[src/rtl/i2s_tx_frame_fifo.sv]
// i2s_tx_frame_fifo: stereo frame FIFO feeding the i2s transmit path, with priming,
// underrun accounting and fill-level reporting.
module i2s_tx_frame_fifo #(
    parameter int DATA_BIT = 16,
    parameter int DEPTH    = 16,
    parameter int PRIME    = 8
) (
    input  logic                     i_clk_12_288,
    input  logic                     i_reset_n,
    input  logic [DATA_BIT-1:0]      i_wr_l,
    input  logic [DATA_BIT-1:0]      i_wr_r,
    input  logic                     i_wr_valid,
    output logic                     o_wr_ready,
    input  logic                     i_frame_start,
    input  logic                     i_clear_underrun,
    output logic [DATA_BIT-1:0]      o_audio_l,
    output logic [DATA_BIT-1:0]      o_audio_r,
    output logic [$clog2(DEPTH):0]   o_level,
    output logic                     o_playing,
    output logic [15:0]              o_underrun_count
);
    localparam int AW = $clog2(DEPTH);

    typedef enum logic {FILL, PLAY} state_t;

    state_t            state, state_next;
    logic [DATA_BIT-1:0] mem_l [DEPTH];
    logic [DATA_BIT-1:0] mem_r [DEPTH];
    logic [AW-1:0]     wr_ptr, rd_ptr;
    logic              wr, pop, underrun;

    assign o_wr_ready = o_level != (AW+1)'(DEPTH);
    assign wr         = i_wr_valid && o_wr_ready;
    assign pop        = i_frame_start && state == PLAY && o_level != '0;
    assign underrun   = i_frame_start && state == PLAY && o_level == '0;
    assign o_playing  = state == PLAY;

    always_comb begin
        state_next = state;
        if (state == FILL && o_level >= (AW+1)'(PRIME))
            state_next = PLAY;
        else if (underrun)
            state_next = FILL;
    end

    always_ff @(posedge i_clk_12_288 or negedge i_reset_n)
        if (!i_reset_n)
            state <= FILL;
        else
            state <= state_next;

    // Storage is not reset; only pointers and level define what is valid.
    always_ff @(posedge i_clk_12_288)
        if (wr) begin
            mem_l[wr_ptr] <= i_wr_l;
            mem_r[wr_ptr] <= i_wr_r;
        end

    always_ff @(posedge i_clk_12_288 or negedge i_reset_n)
        if (!i_reset_n) begin
            wr_ptr           <= '0;
            rd_ptr           <= '0;
            o_level          <= '0;
            o_audio_l        <= '0;
            o_audio_r        <= '0;
            o_underrun_count <= '0;
        end else begin
            if (wr)
                wr_ptr <= wr_ptr + 1'b1;
            if (pop)
                rd_ptr <= rd_ptr + 1'b1;
            o_level <= o_level + (AW+1)'(wr) - (AW+1)'(pop);
            if (i_frame_start) begin
                o_audio_l <= pop ? mem_l[rd_ptr] : '0;
                o_audio_r <= pop ? mem_r[rd_ptr] : '0;
            end
            if (i_clear_underrun)
                o_underrun_count <= '0;
            else if (underrun && o_underrun_count != 16'hFFFF)
                o_underrun_count <= o_underrun_count + 16'd1;
        end
endmodule

[config.mk]
export PLATFORM = sky130hd
export DESIGN_NAME = i2s_tx_frame_fifo
export DESIGN_NICKNAME = d
export VERILOG_FILES = /design/src/rtl/i2s_tx_frame_fifo.sv
export SDC_FILE = /design/constraint.sdc
export NUM_CORES = 1
export LEC_CHECK = 0
export ABC_AREA = 1
export CORE_ASPECT_RATIO = 1.4
export CORE_MARGIN = 1.5
export CORE_UTILIZATION = 34
export DETAILED_ROUTE_END_ITERATION = 8
export PLACE_DENSITY = 0.49
export SYNTH_ARGS = -nofsm -noshare
export SYNTH_HDL_FRONTEND = slang
export SYNTH_SLANG_ARGS = --single-unit
[constraint.sdc]
create_clock -name i_clk_12_288 -period 3.6 [get_ports i_clk_12_288]
set_input_delay 0.9 -clock i_clk_12_288 [delete_from_list [all_inputs] [get_ports i_clk_12_288]]
set_output_delay 0.9 -clock i_clk_12_288 [all_outputs]
set_load 0.02 [all_outputs]
== Yosys cells after proc, flatten, opt, wreduce, memory -nomap -nowiden ==
Memory sizes are Yosys's and may differ from the RTL's.
Cells that the tools add are included.
W data, S select, Z words.

* Register bits: 62
* Bits in writable memories: 512
* Output and inout port bits: 55
* Memories: 2

{| class="wikitable"
|+ Memories
! name !! words !! bits a word !! rd ports !! clocked after memory_dff !! wr ports !! line !! RTL
|-
| mem_l || 16 || 16 || 1 || 0 || 1 || 27 || <nowiki>logic [DATA_BIT-1:0] mem_l [DEPTH];</nowiki>
|-
| mem_r || 16 || 16 || 1 || 0 || 1 || 28 || <nowiki>logic [DATA_BIT-1:0] mem_r [DEPTH];</nowiki>
|}

* $add $sub $neg: 5
* Order comparisons: 1
* Eq/ne operators: 2
* Muxes and demuxes: 8
* Bitwise operators: 1
* Reductions and logical operators: 10

{| class="wikitable"
|+ Operators by type and width
! operator !! number
|-
| $mux W16 || 4
|-
| $add A16 B1 Y16 const B || 1
|-
| $ne A16 B16 Y1 const B || 1
|-
| $add A4 B1 Y4 const B || 2
|-
| $logic_and A1 B1 Y1 || 6
|-
| $add A5 B1 Y5 || 1
|-
| $ge A5 B4 Y1 const B || 1
|-
| $logic_not A5 Y1 || 1
|-
| $ne A5 B5 Y1 const B || 1
|-
| $reduce_bool A5 Y1 || 1
|-
| $sub A5 B1 Y5 || 1
|-
| $mux W1 || 4
|-
| $reduce_bool A2 Y1 || 2
|-
| $not A1 Y1 || 1
|}

== Longest topological paths before layout ==
* Depth after elaboration: 5
* Depth in mapped cells: 16
* Depth with buffers taken out: 15

== Least setup slack after synthesis ==
OpenSTA, ideal clock, no wires.

* Path kind: register -> register
* Start: register o_level[2]
* End: memory mem_l[0][0], enable pin
* Setup time: 0.421 ns
* Arrival time: 2.803 ns
* Required time: 3.179 ns
* Setup slack: 0.375 ns
* Stages on the path, launching flop included: 10
* Buffers on the path: 0
* Period minus slack after synthesis: 3.225 ns
* Path through: dfrtp_1 > inv_1 > ha_1 > nand2_1 > nor2_2 > nand2_1 > nand2_1 > inv_1 > nand2_1 > nor2_1

* Longest elaborated chain between the ends: 4

{| class="wikitable"
|+ RTL lines
! item !! line !! RTL
|-
| from (decl) || 18 || <nowiki>output logic [$clog2(DEPTH):0] o_level,</nowiki>
|-
| from (signal assigned) || 72 || <nowiki>o_level <= o_level + (AW+1)'(wr) - (AW+1)'(pop);</nowiki>
|-
| $ne A5 B5 Y1 || 32 || <nowiki>assign o_wr_ready = o_level != (AW+1)'(DEPTH);</nowiki>
|-
| via o_wr_ready || 13 || <nowiki>output logic o_wr_ready,</nowiki>
|-
| $logic_and A1 B1 Y1 || 33 || <nowiki>assign wr = i_wr_valid && o_wr_ready;</nowiki>
|-
| $mux W1 || 54 || <nowiki>if (wr) begin</nowiki>
|-
| $mux W1 (not written as such) || 55 || <nowiki>mem_l[wr_ptr] <= i_wr_l;</nowiki>
|-
| to (decl) || 27 ||
|}

The timed path passes the listed nets, and every way through them passes these cells.

== Final worst setup path ==
* Start: register o_level[3]
* End: output o_wr_ready

* Longest elaborated chain between the ends: 1

{| class="wikitable"
|+ RTL lines
! item !! line
|-
| $ne A5 B5 Y1 || 32
|-
| to (decl) || 13
|}

Every way passes these cells.

==> impl_metrics.toml <==
[clocking]
htreeDepth = 2
cts_tree = "built"
cts_made_buffers = 57
hold_buffers = 0
path_clk_slew_ns = 0.06
cts_setup_buffers = 0
cts_root_buf = "clkbuf_16"
cts_max_path_buffers = 3
cts_num_sinks = 574
ctsResizeCount = 0
clk_latency_ns = 0.64

[job]
max_cap_viol_count = 0

[timing]
rsz0062_at_grt = "no"
tightestPinTransition_ns = 0.9803
hold_viol = 0
period_share = 0.8240
max-slew-margin-rel = 0.3465
timing.final.ws_setup_ns = 0.6335
drv_slew = 0
clock_skew_ns = 0.02641
setup_viol = 0
period_needed_ns = 2.967
max_freq_ghz = 0.3371
finalSetupTns_ns = 0

[logic_synthesis]
async_flop_share = 0.1080
synth_nets = 2497
ys_ff_latch = 574
ys.flop_type = "edfxtp_1"
ys_seq_area_frac = 0.6775
synth.distinct_cells = 35
synth_top_area_cell = "edfxtp_1"
synth_enable_flop_cells = 512
synth.most_common_cell = "nand2_1"
syn_avg_cell_area_sq_um = 10.21
yosys_warnings = 0
syn_inst = 2446
synth_top_area_share = 0.6154
synth_top_cells_by_count = "nand2_1, edfxtp_1, inv_1, nand3_1, buf_2"
synth_area_leaders = "edfxtp_1, nand2_1, nand3_1"
netlist_area_sq_mm = 0.02498

[die]
die_h_um = 323.7
core-area_sq_mm = 0.07276
start_util = 0.3434
ios = 92
rows = 117
dieArea_sq_mm = 0.07514
die_w_um = 232.1

[place]
port_buffers = 91
hpwlAfterDp_mm = 38.85
post-place-ws_ns = 0.4655
post-place-cells = 3425
routabilityCongestion = 0.7830

[power_and_ir_drop]
internal_power_w = 0.01386
p_per_area_mw_per_mm2 = 757.1
pwr-share-comb = 0.340
p_leak_nw = 12.30
seqPwrFrac = 0.382
power.share.clock = 0.278
netSwitchingFraction = 0.3689
p_switching_w = 0.008099
irDropWorstVdd_uv = 663.0

[layout]
final_layout_size_suffix_gt1_frac = 0.06974
antenna-diode-count = 0
instances_no_fill = 3533
finalNetCount = 2583
syn2layout_area_growth_pct = 16.08

[routing]
drc_errors = 0
dr.pass1.iters = 5
drt_iter0_drc = 1144
vias_per_cell = 4.689
wirelength_mm = 65.99
vias = 16570
drt-wirelength-per-cell_um = 18.68
drtAntennaViolNets = 0

[global_routing]
grt_max_degree = 137
grt_pass1_vias = 16420
groute.usage.overall = 0.1786
grt.overflow.total = 0
antenna_found_initial = 0
grt_first_pass_wirelength_mm = 100.7

[status]
status = "completed"

[worst_setup_path]
critPathMaxFanout = 3
required_ns = 2.70
crit_path_start_kind = "register"
cp-end-kind = "primary output"
cp.arrival_ns = 2.07
worstSetupPathType = "reg2out"

[hold_path]
min_path_type = "in2async"
power by group through the flow:
stage	Clock (W)	Combinational, W	Sequential [W]
after global routing	0.00653	0.00835	0.00845
after CTS	0.00628	0.00762	0.00839
after global placement	0	0.00755	0.00851
final	0.00611	0.00746	0.00838
after detailed placement	0	0.00760	0.00852
after floorplan	0	0.00462	0.00870
cell usage in the layout, fill, tap and decap left out, types with 13 or more instances in the layout:
cell	netlist	final
nand2_1	839	839
edfxtp_1	512	512
inv_1	411	407
nand3_1	402	402
clkdlybuf4s50_1	0	90
dfrtp_1	62	58
clkbuf_16	0	57
buf_4	14	46
nor2_4	4	20
nor2_1	33	17
xor2_1	13	13
ha_1	13	13
clkbuf_1	21	13
worst max-delay path, stage by stage, from the launching register on:
cell and delay [ns]:
dfrtp_1 0.38, inv_1 0.11, ha_1 0.16, nand2_1 0.06, nor2_2 0.12, nand2_1 0.08
clkdlybuf4s50_1 0.55
final cells by class:
type / count / area, sq um
clock inverter: 37 / 414.1
inverter: 414 / 1562
clock buffer: 71 / 1489
fill: 7025 / 43750
timing repair buffer: 144 / 1406
tap: 952 / 1191
multi-input combinational: 1341 / 6003
sequential: 574 / 16940
metrics by stage:
stage / util / area (sq um) / power (W) / hold slack (ns)
after detailed placement: 0.3725 / 27100 / 0.01612 / 0.4685
final: 0.3986 / 29000 / 0.02196 / 0.3307
after CTS: 0.3986 / 29000 / 0.02229 / 0.3275
after floorplan: - / 24980 / 0.01332 / 0.5018
after global placement: 0.3725 / 27100 / 0.01606 / 0.4646
after global routing: 0.3986 / 29000 / 0.02333 / 0.3570
final timing paths:
check,from,endpoint,slack [ns],cells after the start
worst max-delay path,o_level[3],o_wr_ready,0.63,6
worst min-delay path,i_reset_n,o_underrun_count[9],0.33,1
worst max register to register,o_level[3],o_level[4],1.07,15
worst min register to register,o_audio_r[13],o_audio_r[13],0.48,2
max in group asynchronous,i_reset_n,o_audio_l[2],2.59,2
min in group i_clk_12_288,o_audio_r[13],o_audio_r[13],0.48,2
per-layer routing:
metal | up-vias | track usage | routed length (um)
li1 | 8023 | - | -
met1 | 8077 | 0.2226 | 27590
met5 | - | 0 | 0
met3 | 103 | 0.02699 | 2878
met2 | 364 | 0.3136 | 33370
met4 | 0 | 0.06263 | 2145
sequential cells by signal, indices dropped and copies added (netlist names):
signal,cells
mem_l,256
mem_r,256
o_audio_l,16
o_audio_r,16
o_underrun_count,16
o_level,5
rd_ptr,4
wr_ptr,4
o_playing,1
kinds of logic after synthesis:
family / count (synthesis) / synth area share
flops: 574 / 0.6775
compound gates: 15 / 0.004157
buf+inv: 531 / 0.08704
fa+ha+maj: 14 / 0.007312
simple gates: 1298 / 0.2191
xor+xnor: 14 / 0.004908
No activity file was read; power rests on OpenSTA's default activity.
